File: src/rtl/muldiv_pkg.sv
// Shared encodings and sizing helper for the HI/LO multiply/divide engine.
package muldiv_pkg;

  typedef enum logic [2:0] {
    OP_MULT  = 3'd0,
    OP_MULTU = 3'd1,
    OP_DIV   = 3'd2,
    OP_DIVU  = 3'd3,
    OP_MTHI  = 3'd4,
    OP_MTLO  = 3'd5
  } op_e;

  typedef enum logic [1:0] {
    IDLE   = 2'd0,
    RUN    = 2'd1,
    FINISH = 2'd2
  } state_e;

  // Counter width for an iteration count n; never narrower than one bit.
  function automatic int unsigned cnt_width(input int unsigned n);
    return (n <= 1) ? 1 : $clog2(n);
  endfunction

endpackage

File: src/rtl/muldiv_step.sv
// One radix-2 iteration: shift-add for multiply, restoring trial-subtract for divide.
module muldiv_step #(
  parameter int unsigned WIDTH = 32
) (
  input  logic             i_is_div,
  input  logic [WIDTH-1:0] i_hi,
  input  logic [WIDTH-1:0] i_lo,
  input  logic [WIDTH-1:0] i_b,
  output logic [WIDTH-1:0] o_hi,
  output logic [WIDTH-1:0] o_lo
);

  logic [WIDTH:0] w_sum;
  logic [WIDTH:0] w_shift;
  logic           w_ge;

  always_comb begin
    w_sum   = {1'b0, i_hi} + (i_lo[0] ? {1'b0, i_b} : '0);
    w_shift = {i_hi, i_lo[WIDTH-1]};
    w_ge    = (w_shift >= {1'b0, i_b});
    if (i_is_div) begin
      // Partial remainder stays below the divisor, so it always fits WIDTH bits.
      o_hi = w_ge ? WIDTH'(w_shift - {1'b0, i_b}) : w_shift[WIDTH-1:0];
      o_lo = {i_lo[WIDTH-2:0], w_ge};
    end else begin
      o_hi = w_sum[WIDTH:1];
      o_lo = {w_sum[0], i_lo[WIDTH-1:1]};
    end
  end

endmodule

File: src/rtl/hi_lo_muldiv_unit.sv
// Iterative multiply/divide engine owning the architectural HI/LO registers.
module hi_lo_muldiv_unit
  import muldiv_pkg::*;
#(
  parameter int unsigned WIDTH           = 32,
  parameter int unsigned STEPS_PER_CYCLE = 1
) (
  input  logic             clk,
  input  logic             reset,
  input  logic             clk_enable,
  input  logic             start,
  input  logic [2:0]       op,
  input  logic [WIDTH-1:0] operand_a,
  input  logic [WIDTH-1:0] operand_b,
  input  logic             flush,
  output logic             busy,
  output logic             done,
  output logic [WIDTH-1:0] hi,
  output logic [WIDTH-1:0] lo
);

  localparam int unsigned N  = WIDTH / STEPS_PER_CYCLE;
  localparam int unsigned CW = cnt_width(N);
  localparam logic [CW-1:0] LAST = CW'(N - 1);

  if (STEPS_PER_CYCLE == 0 || (WIDTH % STEPS_PER_CYCLE) != 0) begin : g_bad_cfg
    $error("hi_lo_muldiv_unit: STEPS_PER_CYCLE must divide WIDTH exactly");
  end

  state_e           r_state, w_state_next;
  logic             w_accept, w_mt_write, w_iterate, w_finish, w_last;
  logic             r_busy, r_done, r_is_div, r_neg_q, r_neg_r, r_div_zero;
  logic [CW-1:0]    r_cnt;
  logic [WIDTH-1:0] r_hi, r_lo, r_acc_hi, r_acc_lo, r_b;
  logic             w_a_neg, w_b_neg;
  logic [WIDTH-1:0] w_mag_a, w_mag_b, w_res_hi, w_res_lo;
  logic [2*WIDTH-1:0] w_prod;
  logic [WIDTH-1:0] w_hi [0:STEPS_PER_CYCLE];
  logic [WIDTH-1:0] w_lo [0:STEPS_PER_CYCLE];

  assign busy = r_busy;
  assign done = r_done;
  assign hi   = r_hi;
  assign lo   = r_lo;

  // Sequencer next-state and control strobes.
  always_comb begin
    w_state_next = r_state;
    w_accept     = 1'b0;
    w_mt_write   = 1'b0;
    w_iterate    = 1'b0;
    w_finish     = 1'b0;
    w_last       = (r_cnt == LAST);
    case (r_state)
      IDLE: begin
        if (start && !flush) begin
          if (!op[2]) begin
            w_accept     = 1'b1;
            w_state_next = RUN;
          end else if (!op[1]) begin
            w_mt_write = 1'b1;
          end
        end
      end
      RUN: begin
        if (flush) begin
          w_state_next = IDLE;
        end else begin
          w_iterate = 1'b1;
          if (w_last) w_state_next = FINISH;
        end
      end
      FINISH: begin
        w_finish     = !flush;
        w_state_next = IDLE;
      end
      default: w_state_next = IDLE;
    endcase
  end

  always_ff @(posedge clk or posedge reset) begin
    if (reset)           r_state <= IDLE;
    else if (clk_enable) r_state <= w_state_next;
  end

  // Signed ops (even op codes) run on magnitudes; signs are restored at FINISH.
  always_comb begin
    w_a_neg = !op[0] && operand_a[WIDTH-1];
    w_b_neg = !op[0] && operand_b[WIDTH-1];
    w_mag_a = w_a_neg ? -operand_a : operand_a;
    w_mag_b = w_b_neg ? -operand_b : operand_b;
  end

  assign w_hi[0] = r_acc_hi;
  assign w_lo[0] = r_acc_lo;

  for (genvar g = 0; g < STEPS_PER_CYCLE; g++) begin : g_step
    muldiv_step #(.WIDTH(WIDTH)) u_step (
      .i_is_div (r_is_div),
      .i_hi     (w_hi[g]),
      .i_lo     (w_lo[g]),
      .i_b      (r_b),
      .o_hi     (w_hi[g+1]),
      .o_lo     (w_lo[g+1])
    );
  end

  // Result formatting: divide-by-zero forces an all-ones quotient.
  always_comb begin
    w_prod = {r_acc_hi, r_acc_lo};
    if (r_neg_q) w_prod = -w_prod;
    if (r_is_div) begin
      w_res_hi = r_neg_r ? -r_acc_hi : r_acc_hi;
      w_res_lo = r_div_zero ? '1 : (r_neg_q ? -r_acc_lo : r_acc_lo);
    end else begin
      w_res_hi = w_prod[2*WIDTH-1:WIDTH];
      w_res_lo = w_prod[WIDTH-1:0];
    end
  end

  always_ff @(posedge clk or posedge reset) begin
    if (reset) begin
      r_busy     <= 1'b0;
      r_done     <= 1'b0;
      r_hi       <= '0;
      r_lo       <= '0;
      r_cnt      <= '0;
      r_acc_hi   <= '0;
      r_acc_lo   <= '0;
      r_b        <= '0;
      r_is_div   <= 1'b0;
      r_neg_q    <= 1'b0;
      r_neg_r    <= 1'b0;
      r_div_zero <= 1'b0;
    end else if (clk_enable) begin
      r_busy <= (w_state_next != IDLE);
      r_done <= w_finish;
      if (w_accept) begin
        r_cnt      <= '0;
        r_is_div   <= op[1];
        r_neg_q    <= w_a_neg ^ w_b_neg;
        r_neg_r    <= w_a_neg;
        r_div_zero <= op[1] && (operand_b == '0);
        r_acc_hi   <= '0;
        r_acc_lo   <= op[1] ? w_mag_a : w_mag_b;
        r_b        <= op[1] ? w_mag_b : w_mag_a;
      end else if (w_iterate) begin
        r_acc_hi <= w_hi[STEPS_PER_CYCLE];
        r_acc_lo <= w_lo[STEPS_PER_CYCLE];
        if (!w_last) r_cnt <= r_cnt + CW'(1);
      end
      if (w_finish) begin
        r_hi <= w_res_hi;
        r_lo <= w_res_lo;
      end else if (w_mt_write) begin
        if (op[0]) r_lo <= operand_a;
        else       r_hi <= operand_a;
      end
    end
  end

endmodule

File: config.mk
export PLATFORM = sky130hd
export DESIGN_NAME = hi_lo_muldiv_unit
export DESIGN_NICKNAME = d
export VERILOG_FILES = /design/src/rtl/muldiv_pkg.sv /design/src/rtl/muldiv_step.sv /design/src/rtl/hi_lo_muldiv_unit.sv
export SDC_FILE = /design/constraint.sdc
export NUM_CORES = 1
export LEC_CHECK = 0
export CORE_MARGIN = 2
export CORE_UTILIZATION = 33
export DETAILED_ROUTE_END_ITERATION = 6
export HOLD_SLACK_MARGIN = 0.05
export PLACE_DENSITY = 0.57
export SYNTH_ARGS = -nofsm -noshare
export SYNTH_HDL_FRONTEND = slang
export SYNTH_SLANG_ARGS = --single-unit
File: constraint.sdc
create_clock -name clk -period 5.5 [get_ports clk]
set_clock_uncertainty 0.15 [all_clocks]
set_input_delay 1.1 -clock clk [delete_from_list [all_inputs] [get_ports clk]]
set_output_delay 1.1 -clock clk [all_outputs]
set_load 0.005 [all_outputs]
[Word level (Yosys, flattened, before mapping)]
Cells that the tools add are included.
Cells by class
  $add $sub $neg: 8
  eq/ne operators: 5
  reductions and logical operators: 17
  magnitude comparators: 1
  muxes and demuxes: 42
  multipliers: 0
  shift operators: 0
  div/mod/pow operators: 0
  bitwise logic cells: 1
Operator list (count)
  32-bit 2-to-1 mux: 23
  32-bit negation: 4
  64-bit 2-to-1 mux: 1
  64-bit negation: 1
  32-bit by 32-bit adder with 33-bit output: 1
  33-bit by 32-bit >= comparator with 1-bit output: 1
  32-bit zero test: 1
  32-bit subtractor: 1
  5-bit 2-to-1 mux: 3
  1-bit 2-to-1 mux: 10
  3-bit AND reduction: 3
  2-bit 2-to-1 mux: 4
  2-bit nonzero test: 4
  5-bit by 1-bit adder with 5-bit output, second input constant: 1
  5-bit equality test, second input constant: 1
  1-bit logical AND: 4
  2-bit one-hot mux with 2 select lines: 1
  2-bit AND reduction: 2
  2-bit by 1-bit equality test with 1-bit output, second input constant: 1
  2-bit equality test, second input constant: 1
  1-bit zero test: 2
  2-bit zero test: 1
  2-bit by 1-bit inequality test with 1-bit output, second input constant: 1
  2-bit inequality test, second input constant: 1
  1-bit XOR: 1
Storage, ports and cells
  memories kept: 0
  bits in registers: 173
  input bits: 72
  memory bits (writable): 0
  ROM bits: 0
  latch bits: 0

[Longest topological paths before layout]
Gate-level depths: netlist of run 1.
  depth after elaboration: 6
  depth in mapped cells: 15

[Cells and area by module]
From an unflattened synthesis of run 1, not the netlist that was laid out.
Unflattened totals
  cell total of the unflattened synthesis: 1916
  area, all modules: 15566.2 µm²
By module, submodules not included
  hi_lo_muldiv_unit: area each 10699.0 µm², cells an instance 1211, times used 1
  muldiv_step: area each 4867.2 µm², cells an instance 705, times used 1

[Worst setup path after synthesis of run 1]
OpenSTA, ideal clock, no wires.
  path kind: flip-flop to flip-flop
  start point: register r_acc_lo[0]
  end point: register r_acc_hi[31]
  buffers on the path: 1
  arrival: 3278 ps
  stages on the path, launching flop included: 15
  clock period less this slack: 3549 ps
  data required time: 5229 ps
  slack: 1951 ps
  cells stage by stage: dfrtp_1 -> inv_1 -> clkbuf_1 -> nor2_1 -> ha_1 -> a21oi_1 -> nor3b_1 -> a21oi_1 -> o31ai_1 -> a311oi_1 -> or2_2 -> a31o_2 -> a211oi_1 -> a31oi_1 -> a22o_1
On the way
  longest elaborated chain between the ends: 5
Ends and longest elaborated chain
  start, declared: line hi_lo_muldiv_unit.sv:34  | logic [WIDTH-1:0] r_hi, r_lo, r_acc_hi, r_acc_lo, r_b;
  start signal, assigned: line hi_lo_muldiv_unit.sv:145  | r_acc_lo <= op[1] ? w_mag_a : w_mag_b;
  start signal, assigned: line hi_lo_muldiv_unit.sv:149  | r_acc_lo <= w_lo[STEPS_PER_CYCLE];
  32-bit 2-to-1 mux: line muldiv_step.sv:18  | w_sum = {1'b0, i_hi} + (i_lo[0] ? {1'b0, i_b} : '0);
  32-bit by 32-bit adder with 33-bit output: line muldiv_step.sv:18
  32-bit 2-to-1 mux: line muldiv_step.sv:21  | if (i_is_div) begin
  32-bit 2-to-1 mux: line hi_lo_muldiv_unit.sv:147  | end else if (w_iterate) begin
  32-bit 2-to-1 mux: line hi_lo_muldiv_unit.sv:138  | if (w_accept) begin
  end signal, assigned: line hi_lo_muldiv_unit.sv:148  | r_acc_hi <= w_hi[STEPS_PER_CYCLE];
  end, declared: line hi_lo_muldiv_unit.sv:34
No other way between the ends. The select of a mux whose other input is x is not followed.
A chain may end at the register's enable or synchronous reset.

[Worst setup path in the final report of run 1]
Same ends and word-level chain as after synthesis.

==> results of run 1 <==
-- metrics by stage --
stage / utilization [%] / hold slack (ps)
global placement: 37.7 / 314
finish: 38.9 / 328
CTS: 38.9 / 336
detailed placement: 37.7 / 320
floorplan: - / 300
global route: 38.9 / 356
-- cells by family (layout without fill, tap and decap cells) --
kind of cell / count (synthesis) / count (layout) / synth area share [%]
muxes: 64 / 64 / 4.40
xor gates and xnor gates: 177 / 177 / 10.6
DFF: 173 / 173 / 29.5
adders and majority gates: 72 / 72 / 6.23
AOI/OAI and AO/OA: 632 / 632 / 26.2
and+or+nand+nor: 580 / 580 / 18.3
buffers and inverters: 178 / 263 / 4.79
-- final timing paths --
check / end / from / slack, ps
worst min register to register: hi[2] / hi[2] / 330
worst max-delay path: r_acc_hi[31] / r_acc_lo[0] / 1190
min in group asynchronous: hi[8] / reset / 920
max in group asynchronous: r_acc_lo[11] / reset / 3140
worst min-delay path: hi[2] / hi[2] / 330
worst max register to register: r_acc_hi[31] / r_acc_lo[0] / 1190
-- power by group --
part           internal, mW  total [mW]  switching [mW]
clock                 0.634        1.22           0.591
combinational          2.22        5.09            2.87
sequential             1.66        2.31           0.656
-- layout by cell type (no fill, tap or decap), types with 59 or more instances in the layout --
cell type and instances:
nand2_1 237, ha_1 70, xnor2_1 101, nor2_1 147, o21ai_0 222, xor2_1 76, clkdlybuf4s50_1 136, inv_1 68
dfrtp_1 172, mux2i_1 59, a21oi_1 164
-- flip-flops by register name, summed over array words and instances (netlist names), 2 cells and up --
register  flops
lo           32
r_b          32
r_state       2
r_cnt         5
hi           32
r_acc_lo     32
r_acc_hi     32
-- metal layers --
metal / up-vias / GRT usage, % / share of wire (%)
met4: 2 / 6.57 / 2.2
met1: 7179 / 32.2 / 46
met5: - / 0 / 0.024
met2: 509 / 36.6 / 45
li1: 6879 / - / -
met3: 64 / 4.73 / 6.9
-- critical path: stages, from the launching register on --
cell      delay, ps
dfrtp_1         430
inv_1           350
nor2_1          100
ha_1            360
a21oi_1         210
nor3b_1         290
a21oi_1         180
o31ai_1         620
a311oi_1        340
or2_2           400
a31o_2          250
a211oi_1        240
a31oi_1          60
a22o_1          220
-- final cells by class --
class,count,area (um^2)
timing repair buffer,162,1580
tap,592,741
multi-input combinational,1525,9710
sequential,173,4330
inverter,69,263
clock inverter,10,78.8
fill,4644,26900
clock buffer,22,484
==> impl_results.md, run 1 <==
* Peak VDD IR at 0.000318 V
* GRT overflow at 0
* Share of cells above drive strength 1 at 5.00%
* First-pass GRT wire length at 83400 um
* Top-count cell post-synth: nand2_1
* Ports at 138
* Synth Area per Inst at 7.83 um^2
* Finished Layout Cells at 2553
* Register area share after synthesis at 29.5%
* CORE AREA at 44100 um^2
* Mapped Area at 14700 um^2
* Number of max-cap violations at 0
* Post-DR vias/cell at 5.73
* Diode count at 0
* Min Tclk post-route at 4310 ps
* DRT iter0 DRCs at 1619
* HP Class: reg2reg
* Setup WS pre-CTS at 1080 ps
* Synth area leader: dfrtp_1
* Register-to-Register Path Depth at 13
* Syn Nets at 2020
* ANT nets after route at 0
* Synth Instances at 1876
* Max-slew violation count at 0
* #FFs+latches synth at 173
* Critical Path AT at 4510 ps
* Global Route Usage Sum at 23.2%
* Placed wire-length estimate at 41500 um
* Initial antenna violation count at 2
* Worst slew margin at 20.2%
* CTS tree: done
* Die height at 215 um
* Number of setup buffers added after CTS at 0
* Clock Pin Slew Worst Setup and Hold Paths at 70 ps
* Post_cts resized at 0
* CTS max path bufs at 2
* DRC at 0
* Initial Utilization at 33.3%
* CP Capture Type: flop
* Yosys warns at 0
* Crit path max fanout at 13
* FP Rows at 77
* Final non-filler cell area at 17200 um^2
* Die ar. at 46200 um^2
* Count of clock tree sinks at 173
* Clock Tree Root: clkbuf_16
* Commonest cells in the netlist: 238 x nand2_1, 222 x o21ai_0, 173 x dfrtp_1
* Routability cong. at 0.930
* Final worst-path cycle share at 78.4%
* Top_reg_cell synth: dfrtp_1
* Setup TNS at 0 ps
* CTS Buf Count at 17
* Final Net Count at 2092
* CP required at 5690 ps
* Clock latency on the worst-skew pair at 460 ps
* Hold Path Depth at 2
* Synth unique cells at 82
* Fraction of registers with async set/reset at 100%
* Hold Buf Count CTS at 0
* PortBufs at 137
* Tot Pwr at 8.63 mW
* Wirelength per Cell at 21.2 um
* Die Wd at 215 um
* Final worst slack at 1190 ps
* Cell leakage power at 7.33 nW
* Largest net degree at the start of global routing at 110
* Top cell type's share of synthesized area at 29.5%
* EDFF count, synth at 0
* Placed instance area at 16600 um^2
* Vias in the first global route at 13900
* Synth top area cells: dfrtp_1 29%, o21ai_0 7.6%, nand2_1 6.1%, xnor2_1 6.0%, ha_1 6.0%
* Final hold vios at 0
* CP Class: reg2reg
* RSZ-0062 raised after global routing: no
* FMAX at 232 MHz
* Final wirelength at 54000 um
* Final-report setup violation count at 0
* Worst Tran Pin Value at 1190 ps
* Status: completed
* Area delta synth->final at 17.0%
* Pwr dens at 502 nW/um^2
* Worst Setup Start Kind: flop
* H-tree levels at 4
* Routed vias at 14600
* Placed insts at 2521
* First-pass DRT Iterations at 5
Note: power is estimated with default switching activity, not from simulation.
==> run 2: changes to the inputs <==
clock period = 3.57 ns   (was 5.5 ns; I/O delays follow)
==> impl_results.md, run 2 (synthesis gave the netlist of run 1 again) <==
* Setup TNS at 0 ps (unchanged)
* CTS max path bufs at 2 (unchanged)
* Initial Utilization at 33.3% (unchanged)
* Largest net degree at the start of global routing at 100 (was 110)
* Final worst-path cycle share at 98.0% (was 78.4%)
* CP most frequent cell: o21ai_0 (was a21oi_1)
* GRT overflow at 0 (unchanged)
* FMAX at 286 MHz (was 232 MHz)
* Peak VDD IR at 0.000495 V (was 0.000318 V)
* M1 WL at 26000 um (was 24900 um)
* Most frequent cells in the layout: 237 x nand2_1, 217 x o21ai_0, 216 x buf_4 (was 237 x nand2_1, 222 x o21ai_0, 172 x dfrtp_1)
* Number of max-cap violations at 0 (unchanged)
* Clock Tree Root: clkbuf_16 (unchanged)
* Final hold vios at 0 (unchanged)
* Ports at 138 (unchanged)
* Worst path slowest cell: or4_4 (was o31ai_1)
* Commonest non-fill, non-tap cell in the layout: nand2_1 (unchanged)
* Max-slew violation count at 0 (unchanged)
* Placed wire-length estimate at 45000 um (was 41500 um)
* Wire length on met2 at 25900 um (was 24100 um)
* RSZ-0062 raised after global routing: yes (was no)
* Delay-heaviest family, CP: simple AND/OR/NAND/NOR gates (was compound AO/OA/AOI/OAI gates)
* PortBufs at 137 (unchanged)
* Count of clock tree sinks at 173 (unchanged)
* Area delta synth->final at 29.4% (was 17.0%)
* Critical path's largest stage delay at 560 ps (was 620 ps)
* Tot Pwr at 15.0 mW (was 8.63 mW)
* Die height at 215 um (unchanged)
* Die ar. at 46200 um^2 (unchanged)
* First-pass GRT wire length at 87600 um (was 83400 um)
* Min Tclk post-route at 3500 ps (was 4310 ps)
* Hold_ws at 331 ps (was 328 ps)
* Clock Pin Slew Worst Setup and Hold Paths at 70 ps (about the same)
* Buf/Inv on CP at 0 (was 1)
* H-tree levels at 4 (unchanged)
* Status: completed (unchanged)
* Crit-path cells: or4_4 > or3_1 > and4bb_1 > and2_4 > a21oi_1 > o31ai_2 > xor2_1 > nand2_1 > o21ai_0 > o21ai_0 (was inv_1 > nor2_1 > ha_1 > a21oi_1 > nor3b_1 > a21oi_1 > o31ai_1 > a311oi_1 > or2_2 > a31o_2 > a211oi_1 > a31oi_1 > a22o_1)
* Worst Tran Pin Value at 888 ps (was 1190 ps)
* Met3 WL at 4070 um (was 3730 um)
* Share of cells above drive strength 1 at 15.0% (was 5.00%)
* Max Used Layer: met4 (was met5)
* Wirelength per Cell at 20.9 um (was 21.2 um)
* FP Rows at 77 (unchanged)
* First-pass DRT Iterations at 5 (unchanged)
* Crit path max fanout at 4 (was 13)
* Vias in the first global route at 15000 (was 13900)
* CTS Buf Count at 17 (unchanged)
* Hold Buf Count CTS at 0 (unchanged)
* Clock latency on the worst-skew pair at 460 ps (about the same)
* Cell leakage power at 8.38 nW (was 7.33 nW)
* CTS tree: done (unchanged)
* Global Route Usage Sum at 24.5% (was 23.2%)
* Final-report setup violation count at 0 (unchanged)
* Post-DR vias/cell at 5.59 (was 5.73)
* Routability cong. at 0.958 (was 0.930)
* Setup WS pre-CTS at -262 ps (was 1080 ps)
* CORE AREA at 44100 um^2 (unchanged)
* Routed vias at 15400 (was 14600)
* Final wirelength at 57700 um (was 54000 um)
* CP required at 3750 ps (was 5690 ps)
* Worst Setup Start Kind: flop (unchanged)
* Final worst slack at 72.9 ps (was 1190 ps)
* CP Class: reg2reg (unchanged)
* Worst slew margin at 40.8% (was 20.2%)
* Initial antenna violation count at 1 (was 2)
* ANT nets after route at 0 (unchanged)
* Die Wd at 215 um (unchanged)
* Layout Utilization at 43.1% (was 38.9%)
* Critical Path AT at 3680 ps (was 4510 ps)
* CP Capture Type: flop (unchanged)
* DRC at 0 (unchanged)
* Pwr dens at 790 nW/um^2 (was 502 nW/um^2)
* Diode count at 0 (unchanged)
* DRT iter0 DRCs at 1168 (was 1619)
* HP Class: reg2reg (unchanged)
* Final Net Count at 2296 (was 2092)
==> run 2: worst min-delay path: stages (launching register included) <==
cell	delay, ps
dfrtp_1	340
nand2_1	50
o21ai_0	60
==> run 2: cell type report <==
type                       count  area (um^2)
clock inverter                 8         85.1
inverter                      69          263
sequential                   173         4330
multi-input combinational   1525         9870
tap                          592          741
clock buffer                  23          468
fill                        4558        25100
timing repair buffer         366         3260
==> run 2: worst paths after layout <==
path                               endpoint         from  slack [ps]  cells past startpoint
min in group asynchronous            hi[12]        reset         370                      2
worst max-delay path                  hi[8]  r_acc_lo[6]          70                     10
worst max register to register        hi[8]  r_acc_lo[6]          70                     10
worst min-delay path                  hi[2]        hi[2]         330                      2
worst min register to register        hi[2]        hi[2]         330                      2
max in group asynchronous       r_acc_hi[0]        reset        2130                      3
==> run 2: layer usage <==
layer | global-route usage [%] | vias up
met3 | 4.61 | 87
met5 | 0 | -
met2 | 38.9 | 535
li1 | - | 7296
met4 | 8.00 | 0
met1 | 33.4 | 7479
==> run 2: through the flow <==
step           std cells  cell area [um^2]
3_3_place_gp        2718             18200
5_1_grt             2756             19000
3_5_place_dp        2718             18200
2_1_floorplan       1876             14700
4_1_cts             2749             18800
6_report            2756             19000
==> run 2: power by group <==
part | total, mW | switching (mW) | internal (mW) | leakage [nW]
registers | 3.23 | 0.670 | 2.56 | 2.21
logic | 9.92 | 5.33 | 4.59 | 5.91
clock network | 1.87 | 0.871 | 0.999 | 0.253
total | 15.0 | 6.87 | 8.15 | 8.38
==> run 2: what timing repair did <==
item	in CTS	in global routing
buffers inserted	0	4
gates cloned	0	3
pin swaps	1	11
setup endpoints to repair	7	32
resized for setup	9	34
==> run 3: changes to the inputs <==
ABC_CLOCK_PERIOD_IN_PS = 3700   (was unset)
CAP_MARGIN = 0   (was unset)
PLACE_DENSITY = 0.55   (was 0.57)
clock period = 3.7 ns   (was 3.57 ns; I/O delays follow)
==> impl_results.md, run 3 (synthesis gave the netlist of run 1 again) <==
* Status: completed (unchanged)
* GRT overflow at 0 (unchanged)
* Number of max-cap violations at 0 (unchanged)
* First-pass GRT wire length at 85400 um (was 87600 um)
* Die height at 215 um (unchanged)
* Global Route Usage Sum at 24.1% (was 24.5%)
* Worst path slowest cell: or4_1 (was or4_4)
* Hold path startpoint: lo[30] (was hi[2])
* Combinational group share of total power at 62.3% (was 66.0%)
* CTS max path bufs at 2 (unchanged)
* Largest net degree at the start of global routing at 127 (was 100)
* Wire length on met2 at 25100 um (was 25900 um)
* FMAX at 278 MHz (was 286 MHz)
* Sw Share at 45.9% (was 45.7%)
* Count of clock tree sinks at 173 (unchanged)
* Crit-path cells: inv_1 > buf_12 > buf_4 > nor2_1 > ha_1 > a21oi_1 > o21ai_0 > or4_1 > or2_2 > a221oi_4 > or3b_4 > mux2i_1 > a21oi_1 > a211oi_1 > a21o_1 (was or4_4 > or3_1 > and4bb_1 > and2_4 > a21oi_1 > o31ai_2 > xor2_1 > nand2_1 > o21ai_0 > o21ai_0)
* CP most frequent cell: a21oi_1 (was o21ai_0)
* Reg2reg end: r_acc_hi[24] (was hi[8])
* Final Net Count at 2234 (was 2296)
* Peak VDD IR at 0.000378 V (was 0.000495 V)
* Die ar. at 46200 um^2 (unchanged)
* Clock Pin Slew Worst Setup and Hold Paths at 80 ps (was 70 ps)
* Worst Tran Pin Value at 1060 ps (was 888 ps)
* Register-to-Register Path Depth at 15 (was 10)
* Commonest non-fill, non-tap cell in the layout: nand2_1 (unchanged)
* Post-DR vias/cell at 5.53 (was 5.59)
* Final hold vios at 0 (unchanged)
* Max Used Layer: met4 (unchanged)
* Worst slew margin at 29.3% (was 40.8%)
* Critical Path AT at 3850 ps (was 3680 ps)
* Pwr dens at 752 nW/um^2 (was 790 nW/um^2)
* Critical path's largest stage delay at 520 ps (was 560 ps)
* Finished Layout Cells at 2695 (was 2756)
* Final wirelength at 56300 um (was 57700 um)
* Switching power at 6.38 mW (was 6.87 mW)
* Max-slew violation count at 0 (unchanged)
* CP Class: reg2reg (unchanged)
* First-pass DRT Iterations at 7 (was 5)
* Crit path max fanout at 10 (was 4)
* Clock latency on the worst-skew pair at 460 ps (about the same)
* Final non-filler cell area at 18500 um^2 (was 19000 um^2)
* Reg power frac at 23.3% (was 21.5%)
* Worst Setup Start Kind: flop (unchanged)
* ANT nets after route at 0 (unchanged)
* Placed insts at 2660 (was 2718)
* Placed wire-length estimate at 44100 um (was 45000 um)
* Initial Utilization at 33.3% (unchanged)
* Ports at 138 (unchanged)
* Routability cong. at 0.933 (was 0.958)
* Worst setup path end: r_acc_hi[24] (was hi[8])
* Vias in the first global route at 14300 (was 15000)
* Diode count at 0 (unchanged)
* M1 WL at 26100 um (was 26000 um)
* Hold Buf Count CTS at 0 (unchanged)
* Die Wd at 215 um (unchanged)
* Routed vias at 14900 (was 15400)
* Critical Path Source: r_acc_lo[0] (was r_acc_lo[6])
* Crit Reg-Reg Startpoint: r_acc_lo[0] (was r_acc_lo[6])
* CTS Buf Count at 17 (unchanged)
* H-tree levels at 4 (unchanged)
* Area delta synth->final at 25.7% (was 29.4%)
* Met3 WL at 3240 um (was 4070 um)
* PortBufs at 137 (unchanged)
* Min Tclk post-route at 3590 ps (was 3500 ps)
* CP Capture Type: flop (unchanged)
* Final worst-path cycle share at 97.0% (was 98.0%)
* DRC at 0 (unchanged)
* Initial antenna violation count at 0 (was 1)
* CTS tree: done (unchanged)
* RSZ-0062 raised after global routing: yes (unchanged)
* Placed instance area at 17700 um^2 (was 18200 um^2)
* Fillcell total at 4590 (was 4558)
* Wirelength per Cell at 20.9 um (about the same)
* Most frequent cells in the layout: 237 x nand2_1, 217 x o21ai_0, 172 x dfrtp_1 (was 237 x nand2_1, 217 x o21ai_0, 216 x buf_4)
* Int Power at 7.52 mW (was 8.15 mW)
* CP required at 3960 ps (was 3750 ps)
* CORE AREA at 44100 um^2 (unchanged)
* DRT iter0 DRCs at 1197 (was 1168)
* Flop2flop setup slack at 110 ps (was 70 ps)
* Cell leakage power at 8.09 nW (was 8.38 nW)
* Clk pwr share at 14.4% (was 12.5%)
* FP Rows at 77 (unchanged)
* Clock Tree Root: clkbuf_16 (unchanged)
* HP Class: reg2reg (unchanged)
* Share of cells above drive strength 1 at 12.0% (was 15.0%)
* Final-report setup violation count at 0 (unchanged)
## run 3: cell count changes in the layout (fill, tap and decap cells not counted), sizes merged
cell	before	now
bufinv	1	3
clkinvlp	6	4
clkbuf	26	22
inv	70	72
buf	227	167
clkinv	0	1
## run 3: worst max-delay path, delay by kind of cell (launching register included)
family | cells | cell delay (ps)
adder cells (fa/ha/maj) | 1 | 300
AO/OA/AOI/OAI | 6 | 1010
flip-flops | 1 | 380
multiplexers | 1 | 190
AND/OR/NAND/NOR | 4 | 1110
buffers and inverters | 3 | 390
## run 3: area by class of cell
| cell class | count | area (um^2) | share of cell area, % |
|---|---|---|---|
| inverters | 69 | 263 | 1.42 |
| clock buffers | 21 | 470 | 2.55 |
| multi-input cells | 1525 | 9800 | 53.0 |
| well taps | 592 | 741 | 4.01 |
| repair buffers | 304 | 2720 | 14.7 |
| clock inverters | 11 | 155 | 0.840 |
| flip-flops and latches | 173 | 4330 | 23.4 |
## run 3: timing repair
item	CTS	global route
gates cloned	0	1
pin swaps	0	1
resized for setup	2	21
setup endpoints to repair	2	10
buffers inserted	0	2
endpoints found under the hold margin	0	0
## run 3: worst min path at each step
stage / depth (start not counted) / slack [ps] / end
after global routing: 2 / 350 / hi[25]
final: 2 / 330 / lo[30]
after detailed placement: 2 / 320 / hi[25]
after CTS: 2 / 340 / hi[6]
after floorplan: 2 / 300 / r_b[11]
after global placement: 2 / 310 / hi[1]
## run 3: per-stage QoR
step	hold WS, ps	setup TNS, ps	power, mW	utilization [%]	setup WS [ps]
3_5_place_dp	319	-1330	11.6	40.2	-139
6_report	329	0	13.9	41.9	109
4_1_cts	336	0	13.7	41.6	47.4
2_1_floorplan	300	0	8.68	-	151
5_1_grt	352	-30.7	14.9	41.9	-20.2
3_3_place_gp	313	-1140	11.5	40.2	-140
## run 3: power by group through the flow
stage / Clock [mW] / Combinational (mW) / Sequential (mW)
floorplan: 0 / 5.62 / 3.06
global placement: 0 / 8.30 / 3.24
detailed placement: 0 / 8.37 / 3.25
CTS: 2.04 / 8.44 / 3.22
global route: 2.11 / 9.49 / 3.32
finish: 2.01 / 8.66 / 3.23
## run 3: routing by layer
metal / global-route usage (%) / vias to the layer above
met1: 33.4 / 7219
li1: - / 7172
met3: 3.78 / 81
met5: 0 / -
met2: 37.6 / 428
met4: 9.26 / 0
